### config.mk
export PLATFORM = sky130hd
export DESIGN_NAME = vending_machine_gen
export DESIGN_NICKNAME = d
export VERILOG_FILES = /design/src/rtl/vending_machine_gen.sv
export SDC_FILE = /design/constraint.sdc
export NUM_CORES = 1
export LEC_CHECK = 0
export CORE_MARGIN = 5
export CORE_UTILIZATION = 52
export CTS_CLUSTER_DIAMETER = 30
export DETAILED_ROUTE_END_ITERATION = 10
export PLACE_DENSITY = 0.76
export SYNTH_ARGS = -nofsm -noshare
export SYNTH_HDL_FRONTEND = slang
export SYNTH_SLANG_ARGS = --single-unit
### constraint.sdc
create_clock -name clk -period 9.6 [get_ports clk]
set_input_delay 2.88 -clock clk [delete_from_list [all_inputs] [get_ports clk]]
set_output_delay 2.88 -clock clk [all_outputs]
set_load 0.02 [all_outputs]
### src/rtl/vending_machine_gen.sv
// Parametrised vending controller: accumulates coin credit, vends at PRICE and
// returns change/refunds as a valid/ready coin stream. Optional: VENDING_TIMEOUT_EN.
module vending_machine_gen #(
  parameter int CREDIT_W    = 8,
  parameter int PRICE       = 15,
  parameter int COIN1_VAL   = 5,
  parameter int COIN2_VAL   = 10,
  parameter int COIN3_VAL   = 25,
  parameter int MAX_CREDIT  = 100,
  parameter int TIMEOUT_CYC = 1000
) (
  input  logic                clk,
  input  logic                rst,
  input  logic                coin_valid,
  input  logic [1:0]          coin,
  input  logic                cancel,
  input  logic                change_ready,
  output logic                vend,
  output logic                coin_reject,
  output logic                change_valid,
  output logic [1:0]          change_coin,
  output logic [CREDIT_W-1:0] credit,
  output logic                busy
);

  typedef enum logic [1:0] {IDLE, COLLECT, VEND, CHANGE} state_t;

  localparam logic [CREDIT_W:0] PRICE_X = (CREDIT_W+1)'(PRICE);
  localparam logic [CREDIT_W:0] MAX_X   = (CREDIT_W+1)'(MAX_CREDIT);
  localparam logic [CREDIT_W:0] COIN1_X = (CREDIT_W+1)'(COIN1_VAL);
  localparam logic [CREDIT_W:0] COIN2_X = (CREDIT_W+1)'(COIN2_VAL);
  localparam logic [CREDIT_W:0] COIN3_X = (CREDIT_W+1)'(COIN3_VAL);

  function automatic logic [CREDIT_W:0] coin_value(input logic [1:0] c);
    case (c)
      2'b01:   return COIN1_X;
      2'b10:   return COIN2_X;
      2'b11:   return COIN3_X;
      default: return '0;
    endcase
  endfunction

  // Largest denomination not exceeding the remaining credit.
  function automatic logic [1:0] greedy(input logic [CREDIT_W-1:0] cr);
    logic [1:0]        best;
    logic [CREDIT_W:0] best_val;
    logic [CREDIT_W:0] v;
    best     = 2'b00;
    best_val = '0;
    for (int i = 1; i < 4; i++) begin
      v = coin_value(2'(i));
      if (v <= {1'b0, cr} && v > best_val) begin
        best     = 2'(i);
        best_val = v;
      end
    end
    return best;
  endfunction

  state_t                state_reg, state_next;
  logic [CREDIT_W-1:0]   credit_reg, credit_next;
  logic                  vend_reg, coin_reject_reg, change_valid_reg, busy_reg;
  logic [1:0]            change_coin_reg;
  logic                  reject_next;
  logic                  accepted;
  logic                  offered;
  logic                  timeout_hit;
  logic [CREDIT_W:0]     sum;
  logic [CREDIT_W:0]     diff;

  assign offered = coin_valid && (coin != 2'b00);

  always_comb begin
    state_next  = state_reg;
    credit_next = credit_reg;
    reject_next = 1'b0;
    accepted    = 1'b0;
    sum         = {1'b0, credit_reg} + coin_value(coin);
    diff        = {1'b0, credit_reg};
    case (state_reg)
      IDLE, COLLECT: begin
        if (state_reg == COLLECT && cancel && credit_reg != '0) begin
          // Cancel takes priority; a coin offered alongside it bounces.
          state_next  = CHANGE;
          reject_next = offered;
        end else if (offered) begin
          if (sum <= MAX_X) begin
            credit_next = sum[CREDIT_W-1:0];
            accepted    = 1'b1;
            state_next  = (sum >= PRICE_X) ? VEND : COLLECT;
          end else begin
            reject_next = 1'b1;
          end
        end else if (timeout_hit) begin
          state_next = CHANGE;
        end
      end
      VEND: begin
        reject_next = offered;
        diff        = {1'b0, credit_reg} - PRICE_X;
        credit_next = diff[CREDIT_W-1:0];
        state_next  = (credit_next != '0) ? CHANGE : IDLE;
      end
      CHANGE: begin
        reject_next = offered;
        if (change_valid_reg && change_ready) begin
          diff        = {1'b0, credit_reg} - coin_value(change_coin_reg);
          credit_next = diff[CREDIT_W-1:0];
          if (credit_next == '0)
            state_next = IDLE;
        end
      end
      default: state_next = IDLE;
    endcase
  end

`ifdef VENDING_TIMEOUT_EN
  localparam int TMO_W = $clog2(TIMEOUT_CYC + 1);
  logic [TMO_W-1:0] tmo_cnt_reg;

  assign timeout_hit = (state_reg == COLLECT) && (tmo_cnt_reg == TMO_W'(TIMEOUT_CYC - 1));

  always_ff @(posedge clk) begin
    if (rst || accepted || state_next != COLLECT)
      tmo_cnt_reg <= '0;
    else if (state_reg == COLLECT)
      tmo_cnt_reg <= tmo_cnt_reg + 1'b1;
  end
`else
  logic unused_tmo;
  assign timeout_hit = 1'b0;
  assign unused_tmo  = accepted ^ (TIMEOUT_CYC > 0);
`endif

  always_ff @(posedge clk) begin
    if (rst) begin
      state_reg        <= IDLE;
      credit_reg       <= '0;
      vend_reg         <= 1'b0;
      coin_reject_reg  <= 1'b0;
      change_valid_reg <= 1'b0;
      change_coin_reg  <= 2'b00;
      busy_reg         <= 1'b0;
    end else begin
      state_reg        <= state_next;
      credit_reg       <= credit_next;
      vend_reg         <= (state_next == VEND);
      coin_reject_reg  <= reject_next;
      change_valid_reg <= (state_next == CHANGE);
      // Derived from credit_next, so it stays put while the actuator stalls.
      change_coin_reg  <= (state_next == CHANGE) ? greedy(credit_next) : 2'b00;
      busy_reg         <= (state_next == VEND) || (state_next == CHANGE);
    end
  end

  assign vend         = vend_reg;
  assign coin_reject  = coin_reject_reg;
  assign change_valid = change_valid_reg;
  assign change_coin  = change_coin_reg;
  assign credit       = credit_reg;
  assign busy         = busy_reg;

endmodule

==> results of run 1 <==
-- worst max-delay path, delay by kind of cell --
kind / cells / cell delay [ns]
compound gates: 4 / 1.39
xor+xnor: 1 / 0.11
fa+ha+maj: 2 / 0.63
buf+inv: 2 / 0.60
simple gates: 4 / 0.89
-- worst max-delay path by stage --
stage                        from              to  slack, ns  cells after the start
after CTS                 coin[0]  change_coin[0]       3.32                     13
after floorplan           coin[0]  change_coin[0]       3.84                     14
final                     coin[0]  change_coin[0]       3.27                     13
after global placement    coin[0]  change_coin[0]       3.13                     13
after global routing      coin[0]  change_coin[0]       3.09                     13
after detailed placement  coin[0]  change_coin[0]       3.04                     13
-- kinds of logic (layout without fill, tap and decap cells) --
kind of cell	after synthesis	after routing	synth area share, %
muxes	3	3	1.952
adders and majority gates	14	14	11.41
and+or+nand+nor	80	80	24.55
xor gates and xnor gates	9	9	4.729
DFF	15	15	18.02
AOI/OAI and AO/OA	79	79	34.08
buffers and inverters	21	34	5.254
-- cells in the mapped netlist, types with 7 or more instances --
master	count
ha_1	12
a21oi_1	12
clkbuf_1	9
dfxtp_1	15
nor3_1	7
o21ai_0	14
nand2_1	17
inv_1	9
nand3_1	8
nor2_1	15
nor2b_1	8
-- layout make-up --
class	count	area share, %
Inverter	10	1.978
Clock buffer	4	1.384
Timing Repair Buffer	20	10.55
Multi-Input combinational cell	185	67.37
Sequential cell	15	15.82
Tap cell	44	2.900
-- placed cells by master (no fill, tap or decap), types with 3 or more instances in the layout --
cell	synthesis	layout
a2111oi_0	5	5
a211o_1	3	3
a211oi_1	6	6
a21o_1	4	4
a21oi_1	12	12
a311oi_1	6	6
and2_1	6	6
clkbuf_4	0	3
clkdlybuf4s50_1	0	20
dfxtp_1	15	15
ha_1	12	12
inv_1	9	9
nand2_1	17	17
nand2b_1	5	5
nand3_1	8	8
nand4_1	3	3
nor2_1	15	15
nor2b_1	8	8
nor3_1	7	7
nor4_1	3	3
nor4b_1	3	3
o21a_1	6	6
o21ai_0	14	14
xnor2_1	5	5
xor2_1	4	4
-- layer usage --
metal / up-vias / part of all wire [%]
li1: 863 / -
met2: 61 / 43
met1: 796 / 49
met4: 0 / 1.9
met5: - / 0
met3: 9 / 5.8
-- stage by stage --
step | total power, uW | instance area, um^2 | instances | setup slack (ns)
2_1_floorplan | 520.9 | 1667 | 221 | 3.840
3_3_place_gp | 644.9 | 1872 | 274 | 3.128
3_5_place_dp | 649.2 | 1872 | 274 | 3.040
4_1_cts | 686.6 | 1898 | 278 | 3.324
5_1_grt | 756.2 | 1898 | 278 | 3.087
6_report | 692.3 | 1898 | 278 | 3.272
-- power by group --
| part | internal [uW] | total (uW) | switching [uW] |
|---|---|---|---|
| sequential | 88.0 | 161 | 73.1 |
| clock | 16.2 | 35.0 | 18.8 |
| combinational | 220 | 496 | 277 |
| total | 324 | 692 | 368 |
==> flow_summary.yaml, run 1 <==
worst_hold_path:
  holdCritPathClass: "reg -> reg"
  hold_start: "credit[7]"
  min_to: "credit[7]"
  hold_path_depth: 2
finish:
  area_delta_synth_final_pct: 13.89
  largest_reg_flops: 8
  final.fill_count: 286
  multi_input_area_um2: 1279
  drive_above_1_share_pct: 4.274
  num_antenna_cells: 0
  final_util_pct: 62.17
  nNetsFinal: 256
  ff_latch_area_um2: 300.3
timing:
  hold_ws_ns: 0.7232
  finalSetupViolCount: 0
  rsz0062_at_grt: "no"
  slew_headroom_pct: 60.07
  slew_viol_final: 0
  worst_slew_pin_slew_ns: 0.5981
  fin_crit_ns: 6.328
  tns_ns: 0
  period_share_pct: 65.92
  hold_viol: 0
  fmax_mhz: 158.0
  clock_skew_ns: 0.003867
yosys:
  async_reset_ff_share_pct: 0
  avgSynthCellArea_um2: 7.541
  ys_top_cells_by_area: "dfxtp_1 (18%), ha_1 (9.0%), o21ai_0 (4.2%)"
  ys_warn_count: 0
  ys_types: 51
  synth-edff-count: 0
  syn_area_um2: 1667
  ys.flop_type: "dfxtp_1"
  synth_top_area_share_pct: 18.02
  synth_seq_cells: 15
  yosys.area.top_type: "dfxtp_1"
  synth_seq_area_share_pct: 18.02
  synthCells: 221
  synth_nets: 242
drt:
  avgRoutedWirePerCell_um: 15.89
  dr.pass1.iters: 4
  drc: 0
  drtAntennaViolNets: 0
  drtIter0Drc: 167
  totalWireLength_um: 4418
  vias_per_cell: 6.219
  vias: 1729
grt:
  top_usage_layer: "met2"
  grt-ovfl-total: 0
  grt_max_degree: 17
  grt_usage_pct: 21.88
  grt_pass1_vias: 1594
  grtUsageMet2_pct: 32.80
  gr-usage-met1_pct: 31.91
  antenna_found_initial: 0
  grt.met3_usage_pct: 1.855
  grt_pass1_wl_um: 7486
die:
  dieArea_um2: 4437
  die-height_um: 66.61
  fp.dieW_um: 66.61
  fp-row-count: 20
  io_pins: 21
  coreArea_um2: 3053
  initial_core_util_pct: 54.59
placement:
  gp_congestion: 0.8749
  numPortBuffers: 20
  dp_hpwl_um: 3414
critical_path:
  worst_ep_required_time_ns: 9.76
  crit_path_max_incr_delay_ns: 0.54
  startpoint_type: "input port"
  slowest_stage: "clkdlybuf4s50_1"
  worst-r2r-cell-count: 11
  r2r-end: "change_coin[0]"
  arrival_ns: 6.49
  critical_path.cell_chain: "clkdlybuf4s50_1 -> ha_1 -> inv_1 -> fa_1 -> nor2b_1 -> o22a_1 -> xor2_1 -> or3_1 -> a21o_1 -> a311oi_1 -> nand3_1 -> a2111oi_0 -> nor4b_1"
  path_class: "in -> reg"
  path_max_fanout: 10
  r2r_slack_ns: 5.86
  endpoint_kind: "register"
  worstReg2RegStart: "credit[1]"
power:
  peakVddDrop_uv: 268.9
  powerDensity_nw_per_um2: 364.7
  p_leak_uw: 0.0007246
run:
  maxCapViolations: 0
clocking:
  clkLatencyLatePin_ns: 0.28
  htree_levels: 1
  cts_resized: 0
  ctsHoldBuffers: 0
  cts.sinks: 15
  cts_made_buffers: 3
  path_clk_slew_ns: 0.08
  cts_setup_buffers: 0
  clockRootBuffer: "clkbuf_4"
  tritoncts: "done"
  clk_path_buf_depth: 2
status:
  status: "complete, no violations"
No activity file was read; power rests on OpenSTA's default activity.
==> run 2, diff against run 1 <==
- CORE_UTILIZATION: 52 -> 50
- clock period: 9.6 -> 5.4 ns (I/O delays scaled with it)
==> flow_summary.yaml, run 2 (same netlist as run 1, synthesis figures left out) <==
run:
  maxCapViolations: 0
timing:
  worst_slack_ns: 0.2906
  slew_viol_final: 0
  worst_slew_pin_slew_ns: 0.6176
  fmax_mhz: 195.7
  tns_ns: 0
  finalSetupViolCount: 0
  hold_viol: 0
  period_share_pct: 94.62
  slew_headroom_pct: 58.77
  rsz0062_at_grt: "no"
  fin_crit_ns: 5.109
  clock_skew_ns: 0.005598
critical_path:
  cp-startpoint: "coin[0]"
  critical-path-top-delay-family: "compound AO/OA/AOI/OAI gates"
  arrival_ns: 5.27
  endpoint_kind: "register"
  path_class: "in -> reg"
  worst-r2r-cell-count: 11
  slowest_stage: "clkdlybuf4s50_1"
  critical_path.cell_chain: "clkdlybuf4s50_1 -> ha_1 -> inv_1 -> fa_1 -> nor2b_1 -> o22a_1 -> xor2_1 -> or3_1 -> a21o_1 -> a311oi_1 -> nand3_1 -> a2111oi_0 -> nor4b_1"
  crit_cells: 13
  crit_path_max_incr_delay_ns: 0.55
  worst_ep_required_time_ns: 5.56
  startpoint_type: "input port"
  crit_buf_inv: 2
  worstReg2RegStart: "credit[1]"
  path_max_fanout: 10
drt:
  drtAntennaViolNets: 0
  drc: 0
  vias_per_cell: 6.227
  vias: 1756
  totalWireLength_um: 4558
  dr.pass1.iters: 4
  avgRoutedWirePerCell_um: 16.16
  drtIter0Drc: 159
clocking:
  tritoncts: "done"
  htree_levels: 1
  path_clk_slew_ns: 0.08
  cts_setup_buffers: 0
  clk_path_buf_depth: 2
  clkLatencyLatePin_ns: 0.28
  cts_resized: 0
  clockRootBuffer: "clkbuf_4"
  cts.sinks: 15
  cts_made_buffers: 3
  ctsHoldBuffers: 0
grt:
  grt_usage_pct: 20.68
  antenna_found_initial: 0
  grt-ovfl-total: 0
  grt_max_degree: 17
  grt_pass1_wl_um: 7258
  grt_pass1_vias: 1507
finish:
  final_common_cell: "clkdlybuf4s50_1"
  nNetsFinal: 258
  num_antenna_cells: 0
  area_delta_synth_final_pct: 14.94
  drive_above_1_share_pct: 5.085
  largest_reg_flops: 8
  mostFrequentLayoutCells: "clkdlybuf4s50_1 (20), nand2_1 (17), nor2_1 (15), dfxtp_1 (15), o21ai_0 (14)"
  fin_area_um2: 1916
die:
  die-height_um: 67.74
  io_pins: 21
  dieArea_um2: 4588
  fp-row-count: 21
  coreArea_um2: 3284
  initial_core_util_pct: 50.74
  fp.dieW_um: 67.74
worst_hold_path:
  hold_path_depth: 2
  hold_start: "credit[7]"
  holdCritPathClass: "reg -> reg"
placement:
  gp_congestion: 0.9215
  numPortBuffers: 20
  place_area_um2: 1889
  pre_cts_ws_ns: 0.05924
  dp_hpwl_um: 3495
power:
  p_leak_uw: 0.0007335
  peakVddDrop_uv: 369.2
  powerDensity_nw_per_um2: 652.5
  power_uw: 1250
status:
  status: "complete, no violations"
## run 2: cell types whose count changed in the layout (fill, tap and decap cells not counted)
cell,change
buf_4,+2
## run 2: tightest hold or removal path, cell delays in order (launching register included)
cell and delay (ns):
dfxtp_1 0.42, o21a_1 0.22, nor2_1 0.07
## run 2: power by group
group / switching (uW) / total, uW / internal [uW]
logic: 496 / 899 / 403
registers: 132 / 289 / 156
clock network: 33.0 / 61.7 / 28.7
## run 2: per-layer routing
metal | share of wire, % | GRT usage [%] | up-vias
met3 | 6.1 | 0.9983 | 4
met2 | 45 | 32.44 | 62
met5 | 0 | 0 | -
met1 | 48 | 30.11 | 823
met4 | 1.1 | 6.329 | 0
li1 | - | - | 867
## run 2: per-stage QoR
step	util (%)	std cells	hold slack, ns
after global routing	58.32	282	0.7795
after CTS	58.32	282	0.7451
after floorplan	-	221	0.6922
after global placement	57.52	278	0.7194
after detailed placement	57.52	278	0.7206
final	58.32	282	0.7342
## run 2: path summary, 6_finish.rpt
kind / endpoint / slack [ns]
worst max-delay path: change_coin[0] / 0.29
worst min-delay path: credit[7] / 0.73
worst max register to register: change_coin[0] / 1.66
worst min register to register: credit[7] / 0.73
## run 2: final cells by class
type / instances / area [um^2]
fill: 328 / 1369
sequential: 15 / 300.3
tap: 46 / 57.56
multi-input combinational: 185 / 1279
timing repair buffer: 22 / 215.2
inverter: 10 / 37.54
clock buffer: 4 / 26.28
==> run 3, diff against run 2 <==
- CORE_UTILIZATION: 50 -> 52
- GPL_TIMING_DRIVEN: not set -> 0
- clock period: 5.4 -> 5.6 ns (I/O delays scaled with it)
==> flow_summary.yaml, run 3 (same netlist as run 1, synthesis figures left out) <==
status:
  status: "complete, no violations"
finish:
  final_util_pct: 63.81
  final_common_cell: "clkdlybuf4s50_1"
  final.fill_count: 291
  largest_reg_flops: 8
  fin_cells: 289
  num_antenna_cells: 0
  ff_latch_area_um2: 300.3
  nNetsFinal: 267
  mostFrequentLayoutCells: "clkdlybuf4s50_1 (20), nand2_1 (17), nor2_1 (15), dfxtp_1 (15), o21ai_0 (14)"
  area_delta_synth_final_pct: 16.89
  multi_input_area_um2: 1279
  drive_above_1_share_pct: 4.898
clocking:
  ctsHoldBuffers: 0
  clockRootBuffer: "clkbuf_4"
  clk_path_buf_depth: 2
  cts_setup_buffers: 0
  cts.sinks: 15
  cts_made_buffers: 3
  path_clk_slew_ns: 0.09
  htree_levels: 1
  clkLatencyLatePin_ns: 0.28
  cts_resized: 0
  tritoncts: "done"
placement:
  dp.cells: 285
  gp_congestion: 0.8788
  dp_hpwl_um: 3606
  pre_cts_ws_ns: -0.01559
  numPortBuffers: 20
grt:
  grt_pass1_wl_um: 7500
  grt-ovfl-total: 0
  antenna_found_initial: 0
  grt_usage_pct: 21.60
  grt_max_degree: 11
  grt_pass1_vias: 1538
die:
  coreArea_um2: 3053
  fp-row-count: 20
  initial_core_util_pct: 54.59
  io_pins: 21
  dieArea_um2: 4437
  fp.dieW_um: 66.61
  die-height_um: 66.61
critical_path:
  path_max_fanout: 10
  critical_path.cell_chain: "clkdlybuf4s50_1 -> clkbuf_1 -> ha_1 -> inv_1 -> fa_1 -> nor2b_1 -> o2111ai_1 -> a21oi_1 -> o221a_2 -> clkbuf_1 -> a2111oi_0 -> a311oi_1 -> nand3_1 -> a2111oi_0 -> nor4b_1"
  crit_buf_inv: 4
  critical-path-top-delay-family: "compound AO/OA/AOI/OAI gates"
  crit_path_max_incr_delay_ns: 0.55
  arrival_ns: 5.57
  endpoint_kind: "register"
  worst_ep_required_time_ns: 5.75
  path_class: "in -> reg"
  slowest_stage: "clkdlybuf4s50_1"
  startpoint_type: "input port"
timing:
  period_share_pct: 96.71
  rsz0062_at_grt: "no"
  slew_viol_final: 0
  hold_ws_ns: 0.7707
  finalSetupViolCount: 0
  fmax_mhz: 184.6
  fin_crit_ns: 5.416
  worst_slack_ns: 0.1843
  clock_skew_ns: 0.005972
  worst_slew_pin_slew_ns: 0.5940
  hold_viol: 0
  slew_headroom_pct: 60.13
power:
  p_leak_uw: 0.0007465
  peakVddDrop_uv: 376.1
  powerDensity_nw_per_um2: 630.1
drt:
  drtAntennaViolNets: 0
  vias_per_cell: 6.215
  vias: 1796
  avgRoutedWirePerCell_um: 16.08
  dr.pass1.iters: 5
  drc: 0
  totalWireLength_um: 4647
  drtIter0Drc: 188
run:
  maxCapViolations: 0
worst_hold_path:
  holdCritPathClass: "reg -> reg"
[run 3: worst paths after layout]
kind / cells after the start / from / endpoint / slack, ns
min: 2 / credit[7] / credit[7] / 0.77
max: 15 / coin[0] / change_coin[0] / 0.18
min reg2reg: 2 / credit[7] / credit[7] / 0.77
max reg2reg: 12 / credit[1] / change_coin[0] / 1.64
[run 3: power by group]
group	switching, uW	leakage [uW]	internal, uW
combinational	533	0.000609	394
clock	32.6	0.0000150	27.7
sequential	89.4	0.000123	151
[run 3: worst reg2reg max path: stages, from the launching register on]
cell and delay [ns]:
dfxtp_1 0.60, inv_1 0.17, fa_1 0.47, nor2b_1 0.19, o2111ai_1 0.19, a21oi_1 0.24, o221a_2 0.23, clkbuf_1 0.32
a2111oi_0 0.18, a311oi_1 0.51, nand3_1 0.15, a2111oi_0 0.48, nor4b_1 0.11
[run 3: final cells by class]
type	count	share of cell area (%)
multi-input cells	185	65.64
flip-flops and latches	15	15.41
repair buffers	20	10.28
well taps	44	2.826
plain buffers	11	2.569
inverters	10	1.927
clock buffers	4	1.349
[run 3: layer usage]
metal | track usage [%] | routed length (um)
met1 | 33.27 | 2245
met2 | 31.44 | 2021
met4 | 6.599 | 76
met5 | 0 | 0
met3 | 1.518 | 303
[run 3: metrics by stage]
stage / instance area [um^2] / power [uW] / TNS (ns)
3_5_place_dp: 1922 / 1147 / -0.01559
5_1_grt: 1948 / 1333 / 0
4_1_cts: 1948 / 1213 / 0
2_1_floorplan: 1667 / 893.0 / 0
6_report: 1948 / 1228 / 0
3_3_place_gp: 1922 / 1140 / -0.04828
